File: src/rtl/seq_divider_if.sv
// rtl/seq_divider_if.sv - operand/result interface of the sequential divider
interface seq_divider_if #(
   parameter int WIDTH = 16
);
   logic             valid_in;
   logic [WIDTH-1:0] dividend;
   logic [WIDTH-1:0] divisor;
   logic             busy;
   logic [WIDTH-1:0] quotient;
   logic [WIDTH-1:0] remainder;
   logic             div_by_zero;
   logic             valid_out;

   modport master (
      output valid_in, dividend, divisor,
      input  busy, quotient, remainder, div_by_zero, valid_out
   );

   modport slave (
      input  valid_in, dividend, divisor,
      output busy, quotient, remainder, div_by_zero, valid_out
   );
endinterface

File: src/rtl/seq_divider.sv
// rtl/seq_divider.sv - iterative restoring divider, one quotient bit per clock; DIVIDER_SIGNED_EN selects two's complement operands
module seq_divider #(
   parameter int WIDTH = 16
) (
   input  logic         clk,
   input  logic         reset,
   seq_divider_if.slave bus
);
   localparam int CW = $clog2(WIDTH);

   typedef enum logic [1:0] {IDLE, CALC, DONE} state_t;

   state_t           state, state_nxt;
   logic [WIDTH:0]   rem_acc;
   logic [WIDTH-1:0] q_acc;
   logic [WIDTH-1:0] dvs_mag_r;
   logic [CW-1:0]    count;
   logic [WIDTH-1:0] quotient_r, remainder_r;
   logic             dz_r;
   logic             busy_c, valid_c;

   logic [WIDTH+1:0] shifted;
   logic [WIDTH:0]   trial, rem_nxt;
   logic             ge;
   logic [WIDTH-1:0] q_nxt;
   logic             last;
   logic [WIDTH-1:0] dvd_mag, dvs_mag, q_fix, r_fix;

   // Magnitudes at accept and sign fix-up folded into the final result write
`ifdef DIVIDER_SIGNED_EN
   logic q_neg, r_neg;
   assign dvd_mag = bus.dividend[WIDTH-1] ? -bus.dividend : bus.dividend;
   assign dvs_mag = bus.divisor[WIDTH-1]  ? -bus.divisor  : bus.divisor;
   assign q_fix   = q_neg ? -q_nxt : q_nxt;
   assign r_fix   = r_neg ? -rem_nxt[WIDTH-1:0] : rem_nxt[WIDTH-1:0];
`else
   assign dvd_mag = bus.dividend;
   assign dvs_mag = bus.divisor;
   assign q_fix   = q_nxt;
   assign r_fix   = rem_nxt[WIDTH-1:0];
`endif

   // One restoring step: shift in the next dividend bit, subtract if it fits
   always_comb begin
      shifted = {rem_acc, q_acc[WIDTH-1]};
      ge      = (shifted >= {2'b00, dvs_mag_r});
      trial   = shifted[WIDTH:0] - {1'b0, dvs_mag_r};
      rem_nxt = ge ? trial : shifted[WIDTH:0];
      q_nxt   = {q_acc[WIDTH-2:0], ge};
      last    = (count == CW'(WIDTH - 1));
   end

   // Controller state register
   always_ff @(posedge clk or negedge reset) begin
      if (!reset) begin
         state <= IDLE;
      end else begin
         state <= state_nxt;
      end
   end

   // Next-state and status outputs
   always_comb begin
      state_nxt = state;
      busy_c    = 1'b0;
      valid_c   = 1'b0;
      case (state)
         IDLE: begin
            if (bus.valid_in) begin
               state_nxt = (bus.divisor == '0) ? DONE : CALC;
            end
         end
         CALC: begin
            busy_c = 1'b1;
            if (last) begin
               state_nxt = DONE;
            end
         end
         DONE: begin
            busy_c    = 1'b1;
            valid_c   = 1'b1;
            state_nxt = IDLE;
         end
         default: state_nxt = IDLE;
      endcase
   end

   // Datapath: operand capture, iteration, and result registers
   always_ff @(posedge clk or negedge reset) begin
      if (!reset) begin
         rem_acc     <= '0;
         q_acc       <= '0;
         dvs_mag_r   <= '0;
         count       <= '0;
         quotient_r  <= '0;
         remainder_r <= '0;
         dz_r        <= 1'b0;
`ifdef DIVIDER_SIGNED_EN
         q_neg       <= 1'b0;
         r_neg       <= 1'b0;
`endif
      end else begin
         case (state)
            IDLE: begin
               if (bus.valid_in) begin
                  if (bus.divisor == '0) begin
                     quotient_r  <= '1;
                     remainder_r <= bus.dividend;
                     dz_r        <= 1'b1;
                  end else begin
                     rem_acc   <= '0;
                     q_acc     <= dvd_mag;
                     dvs_mag_r <= dvs_mag;
                     count     <= '0;
`ifdef DIVIDER_SIGNED_EN
                     q_neg     <= bus.dividend[WIDTH-1] ^ bus.divisor[WIDTH-1];
                     r_neg     <= bus.dividend[WIDTH-1];
`endif
                  end
               end
            end
            CALC: begin
               rem_acc <= rem_nxt;
               q_acc   <= q_nxt;
               count   <= count + 1'b1;
               if (last) begin
                  quotient_r  <= q_fix;
                  remainder_r <= r_fix;
                  dz_r        <= 1'b0;
               end
            end
            default: ;
         endcase
      end
   end

   assign bus.busy        = busy_c;
   assign bus.valid_out   = valid_c;
   assign bus.quotient    = quotient_r;
   assign bus.remainder   = remainder_r;
   assign bus.div_by_zero = dz_r;
endmodule

File: src/flat_wrapper.sv
// flat-port wrapper written by rule: the top's interface ports become plain ports
module seq_divider_flat 
#(
   parameter int WIDTH = 16
)
  (clk, reset, bus_valid_in, bus_dividend, bus_divisor, bus_busy, bus_quotient, bus_remainder, bus_div_by_zero, bus_valid_out);
  seq_divider_if #(.WIDTH(WIDTH)) bus_i ();
  input  logic clk;
  input  logic reset;
  input wire logic [$bits(bus_i.valid_in)-1:0] bus_valid_in;
  input wire logic [$bits(bus_i.dividend)-1:0] bus_dividend;
  input wire logic [$bits(bus_i.divisor)-1:0] bus_divisor;
  output wire logic [$bits(bus_i.busy)-1:0] bus_busy;
  output wire logic [$bits(bus_i.quotient)-1:0] bus_quotient;
  output wire logic [$bits(bus_i.remainder)-1:0] bus_remainder;
  output wire logic [$bits(bus_i.div_by_zero)-1:0] bus_div_by_zero;
  output wire logic [$bits(bus_i.valid_out)-1:0] bus_valid_out;
  assign bus_i.valid_in = bus_valid_in;
  assign bus_i.dividend = bus_dividend;
  assign bus_i.divisor = bus_divisor;
  assign bus_busy = bus_i.busy;
  assign bus_quotient = bus_i.quotient;
  assign bus_remainder = bus_i.remainder;
  assign bus_div_by_zero = bus_i.div_by_zero;
  assign bus_valid_out = bus_i.valid_out;
  seq_divider #(.WIDTH(WIDTH)) u_core (.clk(clk), .reset(reset), .bus(bus_i));
endmodule
File: config.mk
export PLATFORM = sky130hd
export DESIGN_NAME = seq_divider_flat
export DESIGN_NICKNAME = d
export VERILOG_FILES = /design/src/rtl/seq_divider_if.sv /design/src/rtl/seq_divider.sv /design/src/flat_wrapper.sv
export SDC_FILE = /design/constraint.sdc
export NUM_CORES = 1
export LEC_CHECK = 0
export CAP_MARGIN = 20
export CORE_MARGIN = 8
export CORE_UTILIZATION = 45
export DETAILED_ROUTE_END_ITERATION = 12
export PLACE_DENSITY = 0.72
export SYNTH_ARGS = -nofsm -noshare
export SYNTH_HDL_FRONTEND = slang
export SYNTH_SLANG_ARGS = --single-unit
File: constraint.sdc
create_clock -name clk -period 2.25 [get_ports clk]
set_input_delay 0.45 -clock clk [delete_from_list [all_inputs] [get_ports clk]]
set_output_delay 0.45 -clock clk [all_outputs]
set_load 0.05 [all_outputs]
==> results of run 1 <==
-- synthesized netlist by cell type (11+ instances only) --
cell,number
dfrtp_1,88
nand2_1,51
o21ai_0,47
nor2_1,33
inv_1,28
mux2i_1,21
ha_1,20
a21oi_1,19
mux2_2,17
o22a_1,16
o22ai_1,15
clkbuf_1,13
a221oi_1,11
nand3_1,11
-- worst max-delay path, delay by kind of cell, from the launching register on --
family                     cells  cell delay (ns)
DFF                            1             0.41
AOI/OAI and AO/OA              6             0.95
adders and majority gates      2             0.49
and+or+nand+nor                1             0.50
buffers and inverters          2             0.11
-- area by class of cell --
class                      instances  area, µm²  area share (%)
clock buffer                      10        128            1.76
clock inverter                     6       91.3            1.26
inverter                          28        105            1.45
multi-input combinational        351       2850            39.2
sequential                        88       2200            30.3
tap                              136        170            2.34
timing repair buffer             190       1720            23.7
-- through the flow --
| stage | hold WS (ns) | power, mW | utilization, % | setup slack (ns) | instances |
|---|---|---|---|---|---|
| floorplan | 0.154 | 5.98 | - | -0.115 | 490 |
| global placement | 0.471 | 7.95 | 61.8 | -0.442 | 776 |
| detailed placement | 0.476 | 8.13 | 61.8 | -0.592 | 776 |
| CTS | 0.0867 | 9.90 | 68.8 | -0.260 | 807 |
| global route | 0.106 | 10.6 | 70.1 | -0.402 | 809 |
| finish | 0.0776 | 10.0 | 70.1 | -0.329 | 809 |
-- power groups by stage --
stage	clock [mW]	sequential [mW]	combinational, mW
floorplan	0	3.62	2.36
global placement	0	2.68	5.26
detailed placement	0	2.71	5.42
CTS	1.26	2.69	5.95
global route	1.32	2.77	6.48
finish	1.24	2.69	6.08
-- per-layer routing --
metal  up-vias  track usage [%]  share of wire (%)  wire length (µm)
li1       2151                -                  -                 -
met1      2326             25.7                 41              6340
met2       149             36.2                 51              7880
met3        45             3.59                4.3               657
met4         0             8.90                3.5               544
met5         -                0                  0                 0
-- kinds of logic after synthesis --
logic type      share of synthesized area [%]
buf+inv                                  4.27
flops                                    45.8
simple gates                             12.9
compound gates                           21.5
fa+ha+maj                                5.63
mux                                      8.36
xor+xnor                                 1.46
-- how the worst max path moves through the flow --
| stage | from | endpoint | slack, ns | depth (start not counted) |
|---|---|---|---|---|
| 2_1_floorplan | u_core.q_acc[15] | u_core.bus.remainder[14] | -0.11 | 11 |
| 3_3_place_gp | bus_divisor[14] | u_core.bus.quotient[14] | -0.44 | 8 |
| 3_5_place_dp | bus_divisor[13] | u_core.bus.quotient[11] | -0.59 | 8 |
| 4_1_cts | u_core.q_acc[15] | u_core.rem_acc[14] | -0.26 | 11 |
| 5_1_grt | u_core.q_acc[15] | u_core.rem_acc[14] | -0.40 | 11 |
| 6_report | u_core.q_acc[15] | u_core.rem_acc[14] | -0.33 | 11 |
-- flip-flops by register name (all words and copies together), names as in the netlist --
signal and cells:
u_core.rem_acc 17, u_core.state 2, u_core.bus.quotient 16, u_core.dvs_mag_r 16, u_core.bus.remainder 16, u_core.bus.div_by_zero 1
u_core.q_acc 16, u_core.count 4
-- repair_timing --
action | 4_1_cts | 5_1_grt
gates resized for setup | 92 | 32
setup buffers | 16 | 2
setup endpoints to repair | 50 | 85
cloned | 0 | 0
pin swaps | 32 | 14
==> results.txt, run 1 <==
Slowest cell on crit path = or4_4
DPL Wire Length = 10800 µm
Placement Cell Area = 6410 µm²
TritonCTS clock tree = yes
Top FF cell, synth = dfrtp_1
Fill count = 733
Via-to-Cell Ratio = 5.77
Initial antenna violation count = 0
Commonest non-fill, non-tap cell in the layout = buf_4
Fmax achieved = 388 MHz
Syn Area/Cell = 9.81 µm²
Via count = 4671
Fin. Hold Viols = 0
Clk pwr share = 12.4%
Finish-stage setup viols = 33
Max IR drop VDD = 0.970 mV
Crit-path max cell delay = 0.50 ns
Outcome = finished with violations
Flop pwr share = 26.9%
Int Pwr = 5.53 mW
I/O pin total = 70
Row count = 37
Clock Latency Late Sink = 0.37 ns
CP Launch Type = flop
IO buf count = 69
Critical path class = reg2reg
Cells after Synth = 490
Routed WL = 15400 µm
Die W = 119 µm
R2R setup slack = -0.33 ns
Rel. slew slack = 59.3%
Sw Ratio = 44.8%
WL/cell = 19.1 µm
CP arrival = 2.84 ns
Initial core utilization = 46.3%
CP dominant cell by count = inv_2
Reg clk slew, reported paths = 0.09 ns
Unrepaired setup endpoints after global routing = true
Htree depth = 3
Hold crit path type = in2async
Number of iterations in the first detailed-routing pass = 5
Synthesized flop and latch total = 88
Period Utilization, post-route = 115%
Synthesized cell area = 4800 µm²
Synth top area share = 45.8%
Die ar. = 14200 µm²
Yosys warning count = 0
Die H = 119 µm
CP endpoint kind = flop
Slew Viols, Final = 0
Number of flops mapped to enable cells by yosys = 0
RR Startpoint = u_core.q_acc[15]
Worst-Margin Slew = 0.611 ns
Tot GR Track Use = 21.1%
Worst Reg-to-Reg Cells = 11
Leakage = 3.13 nW
Clock sinks = 88
Total negative slack = -4.77 ns
First-pass GRT wire length = 24500 µm
GP Congestion = 0.886
Nets = 724
Syn_nets = 546
Cell taking the most area after synthesis = dfrtp_1
Worst-path cell chain = inv_2 > ha_4 > inv_2 > fa_2 > a21oi_4 > o22ai_4 > o211ai_1 > a21oi_2 > or4_4 > a31oi_4 > o22ai_1
Capturing point of the worst reg2reg path = u_core.rem_acc[14]
First-iteration detailed-routing DRC count = 326
Vias in the first global route = 4866
Failing checks = setup timing
Root Buffer = clkbuf_8
# hold bufs at CTS = 0
Most frequent cells in the layout = 104 x buf_4, 86 x dfrtp_1, 61 x clkdlybuf4s50_1
Largest net degree at the start of global routing = 45
Layout cells sized above 1 = 34.5%
Clock tree buffer depth = 2
Min Tclk post-route = 2.58 ns
Final worst setup slack = -0.329 ns
Synth cell types = 56
Final ANT Viol Nets = 0
Max_cap viols = 0
Synthesis-to-finish area growth = 51.3%
Comb pwr share = 60.7%
Seq/Total Area, Yosys = 45.8%
Ranking of synthesized cells by area = dfrtp_1 46%, ha_1 5.2%, o21ai_0 4.9%
Clock skew = 0.0104 ns
Fin area = 7270 µm²
DRC errors left = 0
Core area = 10400 µm²
Critical Path Fanout Max = 4
Inserted Clock Buffers = 9
N_diodes = 0
Required @ worst endpoint = 2.51 ns
Total gr overflow = 0
Pwr Density = 1380 nW/µm²
Sw Pwr = 4.49 mW
Asr flop ratio synth = 100%
Note: power is estimated with default switching activity, not from simulation.
==> run 2: changes to the inputs <==
- GPL_TIMING_DRIVEN: default -> 0
- SLEW_MARGIN: default -> 20
==> results.txt, run 2 (same netlist as run 1, synthesis figures left out) <==
Multi-input logic area = 3100 µm² (+9.1%)
Clock skew = 0.0152 ns (+0.00475 ns)
Crit-path max cell delay = 0.47 ns (-0.03 ns)
Leakage = 2.88 nW (-7.9%)
Worst-path cell chain = ha_4 > nand4_1 > o31ai_4 > a21oi_4 > a21o_1 > buf_6 > or4_1 > o211ai_1 > a221oi_1
Initial core utilization = 46.3% (unchanged)
Nets = 668 (-7.7%)
DRC errors left = 0 (unchanged)
Max FFs per register = 17 (unchanged)
Die W = 119 µm (unchanged)
Htree depth = 3 (unchanged)
Failing checks = setup timing
Core area = 10400 µm² (unchanged)
GP Congestion = 0.900 (+1.6%)
Final core utilization = 68.8% (-1.3 points)
Commonest non-fill, non-tap cell in the layout = dfrtp_1
Initial antenna violation count = 0 (unchanged)
CP Launch Type = flop
Vias in the first global route = 4503 (-7.5%)
Critical path class = reg2reg
Period Utilization, post-route = 121% (+5.9 points)
Largest net degree at the start of global routing = 49 (+8.9%)
Reg clk slew, reported paths = 0.10 ns (about the same)
Final worst setup slack = -0.462 ns (-0.133 ns)
Clock sinks = 88 (unchanged)
CP Buf/Inv Count = 1 (-1)
# hold bufs at CTS = 0 (unchanged)
Outcome = finished with violations
Max IR drop VDD = 0.990 mV (+2.1%)
CP endpoint kind = flop
Finish-stage setup viols = 35 (+6.1%)
Clock Latency Late Sink = 0.39 ns (+0.02 ns)
Synthesis-to-finish area growth = 48.4%
Row count = 37 (unchanged)
Final ANT Viol Nets = 0 (unchanged)
Unrepaired setup endpoints after global routing = true
Slew Viols, Final = 0 (unchanged)
Required @ worst endpoint = 2.49 ns (-0.02 ns)
Delay-heaviest family, CP = compound AO/OA/AOI/OAI gates
Pwr Density = 1400 nW/µm² (+1.4%)
First-iteration detailed-routing DRC count = 402 (+23%)
# placed instances = 696 (-10%)
WL/cell = 22.7 µm (+19%)
Hold crit path type = in2async
Inserted Clock Buffers = 9 (unchanged)
FF/Latch Area = 2210 µm² (+0.17%)
Routed WL = 17100 µm (+11%)
TritonCTS clock tree = yes
Via-to-Cell Ratio = 6.26 (+8.4%)
Max_cap viols = 0 (unchanged)
Critical Path Fanout Max = 6 (+2)
Worst-Margin Slew = 0.654 ns (+0.0433 ns)
Pre-CTS setup slack = -1.20 ns (-0.611 ns)
Fmax achieved = 369 MHz (-4.9%)
Via count = 4713 (+0.90%)
Tot GR Track Use = 20.5% (-0.65 points)
R2R setup slack = -0.46 ns (-0.13 ns)
Die H = 119 µm (unchanged)
Number of iterations in the first detailed-routing pass = 7 (+2)
Fin area = 7130 µm² (-1.9%)
Root Buffer = clkbuf_8
First-pass GRT wire length = 23500 µm (-3.9%)
Placement Cell Area = 5690 µm² (-11%)
Slowest cell on crit path = or4_1
N_diodes = 0 (unchanged)
I/O pin total = 70 (unchanged)
CP arrival = 2.96 ns (+0.12 ns)
Most flops, register = u_core.rem_acc
IO buf count = 69 (unchanged)
Fill count = 722 (-1.5%)
Total negative slack = -10.70 ns (-5.93 ns)
Die ar. = 14200 µm² (unchanged)
Most frequent cells in the layout = 83 x dfrtp_1, 62 x clkdlybuf4s50_1, 44 x nand2_1
Layout cells sized above 1 = 32.9% (-1.6 points)
Rel. slew slack = 56.4% (-2.9 points)
Min Tclk post-route = 2.71 ns (+0.133 ns)
Clock tree buffer depth = 2 (unchanged)
DPL Wire Length = 10100 µm (-6.4%)
Post-Layout Cell Count = 753 (-6.9%)
Fin. Hold Viols = 0 (unchanged)
Total gr overflow = 0 (unchanged)
-- run 2: cell types whose count changed in the layout (fill, tap and decap cells not counted), moves of 4 or more --
cell	previous run	this run
buf_4	104	25
clkbuf_2	0	9
ha_1	12	6
clkbuf_4	0	5
ha_4	8	13
a21oi_4	3	7
nand2_1	48	44
o21ai_1	16	12
o21ai_4	1	5
-- run 2: repair_timing --
action | 4_1_cts | 5_1_grt
hold endpoints to repair | 0 | 0
pin swaps | 21 | 34
cloned | 2 | 1
setup buffers | 24 | 20
setup endpoints to repair | 82 | 82
gates resized for setup | 113 | 102
-- run 2: stage by stage --
step / hold slack, ns / power, mW
CTS: 0.116 / 9.20
global placement: 0.468 / 7.36
floorplan: 0.154 / 5.98
finish: 0.0934 / 9.97
global route: 0.140 / 10.4
detailed placement: 0.476 / 7.47
-- run 2: path summary, 6_finish.rpt --
| kind | start | end | cells past startpoint |
|---|---|---|---|
| worst max register to register | u_core.rem_acc[1] | u_core.bus.remainder[8] | 9 |
| worst min register to register | u_core.bus.quotient[6] | u_core.bus.quotient[6] | 1 |
| worst min-delay path | reset | u_core.dvs_mag_r[10] | 1 |
| max in group asynchronous | reset | u_core.rem_acc[6] | 2 |
| worst max-delay path | u_core.rem_acc[1] | u_core.bus.remainder[8] | 9 |
| min in group clk | bus_divisor[12] | u_core.dvs_mag_r[12] | 2 |
-- run 2: layout make-up --
type / instances / share of cell area [%]
multi-input combinational: 351 / 43.5
sequential: 88 / 31.0
timing repair buffer: 112 / 16.1
buffer: 22 / 2.53
tap: 136 / 2.39
clock buffer: 10 / 1.93
inverter: 28 / 1.47
clock inverter: 6 / 1.07
-- run 2: routing by layer --
layer	share of wire [%]	track usage, %
met1	39	26.3
met5	0	0
met2	49	33.5
met4	4.0	7.96
met3	7.4	3.83
-- run 2: report_power, final --
group	internal (mW)	leakage (nW)	switching, mW
sequential	2.23	1.07	0.487
clock	0.561	0.109	0.651
combinational	2.41	1.70	3.63
total	5.20	2.88	4.77
==> run 3: changes to the inputs <==
- CTS_BUF_LIST: default -> sky130_fd_sc_hd__clkbuf_2 sky130_fd_sc_hd__clkbuf_4 sky130_fd_sc_hd__clkbuf_8
- GPL_TIMING_DRIVEN: 0 -> default
==> results.txt, run 3 (same netlist as run 1, synthesis figures left out) <==
Outcome = finished with violations
Failing checks = setup timing
Rel. slew slack = 59.7% (+3.3 points)
Clock skew = 0.00897 ns (-0.00622 ns)
Clock tree buffer depth = 2 (unchanged)
Total gr overflow = 0 (unchanged)
Root Buffer = clkbuf_8
Max IR drop VDD = 0.971 mV (-1.9%)
Critical path class = reg2reg
Tot GR Track Use = 21.1% (+0.65 points)
Largest net degree at the start of global routing = 45 (-8.2%)
Critical Path Fanout Max = 4 (-2)
CP arrival = 2.83 ns (-0.13 ns)
Unrepaired setup endpoints after global routing = true
Via-to-Cell Ratio = 5.77 (-7.8%)
Hold slack = 0.0760 ns (-0.0174 ns)
Layout cells sized above 1 = 34.6% (+1.7 points)
Min Tclk post-route = 2.57 ns (-0.138 ns)
Leakage = 3.14 nW (+8.7%)
# hold bufs at CTS = 0 (unchanged)
Reg clk slew, reported paths = 0.09 ns (about the same)
GP Congestion = 0.886 (-1.6%)
Commonest non-fill, non-tap cell in the layout = buf_4
Routed WL = 15400 µm (-10%)
Initial core utilization = 46.3% (unchanged)
Number of iterations in the first detailed-routing pass = 7 (unchanged)
Core area = 10400 µm² (unchanged)
Htree depth = 3 (unchanged)
Fmax achieved = 388 MHz (+5.3%)
N_diodes = 0 (unchanged)
Final worst setup slack = -0.325 ns (+0.138 ns)
Period Utilization, post-route = 114% (-6.1 points)
Required @ worst endpoint = 2.51 ns (+0.02 ns)
WL/cell = 19.0 µm (-16%)
Fill count = 730 (+1.1%)
Row count = 37 (unchanged)
DRC errors left = 0 (unchanged)
Inserted Clock Buffers = 9 (unchanged)
CP endpoint kind = flop
Initial antenna violation count = 0 (unchanged)
I/O pin total = 70 (unchanged)
Pre-CTS setup slack = -0.592 ns (+0.611 ns)
Vias in the first global route = 4869 (+8.1%)
Hold crit path type = in2async
Finish-stage setup viols = 33 (-5.7%)
IO buf count = 69 (unchanged)
Clock Latency Late Sink = 0.37 ns (-0.02 ns)
DPL Wire Length = 10800 µm (+6.8%)
Die W = 119 µm (unchanged)
Worst-Margin Slew = 0.605 ns (-0.0493 ns)
Max_cap viols = 0 (unchanged)
Via count = 4671 (-0.89%)
TritonCTS clock tree = yes
Fin. Hold Viols = 0 (unchanged)
Slew Viols, Final = 0 (unchanged)
Max FFs per register = 17 (unchanged)
Die ar. = 14200 µm² (unchanged)
Die H = 119 µm (unchanged)
Nets = 724 (+8.4%)
Pwr Density = 1380 nW/µm² (-1.3%)
First-iteration detailed-routing DRC count = 313 (-22%)
CP Launch Type = flop
Most flops, register = u_core.rem_acc
Clock sinks = 88 (unchanged)
Most frequent cells in the layout = 104 x buf_4, 86 x dfrtp_1, 61 x clkdlybuf4s50_1
Synthesis-to-finish area growth = 51.3%
Final ANT Viol Nets = 0 (unchanged)
First-pass GRT wire length = 24500 µm (+4.0%)
run 3: cell count changes in the layout (fill, tap and decap cells not counted), moves of 5 or more:
cell / before / now
buf_4: 25 / 104
ha_4: 13 / 8
ha_1: 6 / 12
clkbuf_2: 9 / 0
run 3: through the flow:
step	total power, mW	util (%)	instance area [µm²]	setup TNS (ns)	instances
3_3_place_gp	7.95	61.8	6410	-25.66	776
2_1_floorplan	5.98	-	4810	-0.416	490
6_report	10.0	70.1	7270	-4.70	809
5_1_grt	10.6	70.1	7270	-7.88	809
3_5_place_dp	8.13	61.8	6410	-35.92	776
4_1_cts	9.91	68.8	7140	-3.60	807
run 3: report_power, final:
| part | internal, mW | switching [mW] |
|---|---|---|
| sequential | 2.23 | 0.464 |
| clock | 0.646 | 0.600 |
| combinational | 2.66 | 3.42 |
| total | 5.54 | 4.49 |
run 3: layout make-up:
class                   instances  area (µm²)  area share (%)
clock buffers                  10         131            1.81
clock inverters                 6        91.3            1.26
inverters                      28         105            1.45
multi-input cells             351        2850            39.1
flip-flops and latches         88        2200            30.3
well taps                     136         170            2.34
repair buffers                190        1720            23.7
run 3: what timing repair did:
item / in CTS / in global routing
pin swaps: 32 / 14
gates cloned: 0 / 0
gates resized for setup: 92 / 32
setup endpoints to repair: 50 / 85
buffers inserted: 16 / 2
run 3: critical path, cell delays in order (launching register included):
cell and delay (ns):
dfrtp_1 0.41, inv_2 0.08, ha_4 0.13, inv_2 0.03, fa_2 0.36, a21oi_4 0.17
o22ai_4 0.10, o211ai_1 0.27, a21oi_2 0.11, or4_4 0.50, a31oi_4 0.20, o22ai_1 0.10
run 3: worst paths after layout:
kind	from	end	slack (ns)	cells past startpoint
worst max-delay path	u_core.q_acc[15]	u_core.rem_acc[14]	-0.32	11
worst min-delay path	reset	u_core.dvs_mag_r[3]	0.08	1
worst max register to register	u_core.q_acc[15]	u_core.rem_acc[14]	-0.32	11
worst min register to register	u_core.bus.quotient[12]	u_core.bus.quotient[12]	0.49	1
max in group asynchronous	reset	u_core.dvs_mag_r[0]	1.53	2
min in group clk	bus_divisor[5]	u_core.dvs_mag_r[5]	0.48	3
run 3: routing by layer:
layer	part of all wire, %	global-route usage, %	wire [µm]
met5	0	0	0
met4	3.3	8.90	501
met3	4.7	3.59	724
met2	51	36.3	7880
met1	41	25.7	6260
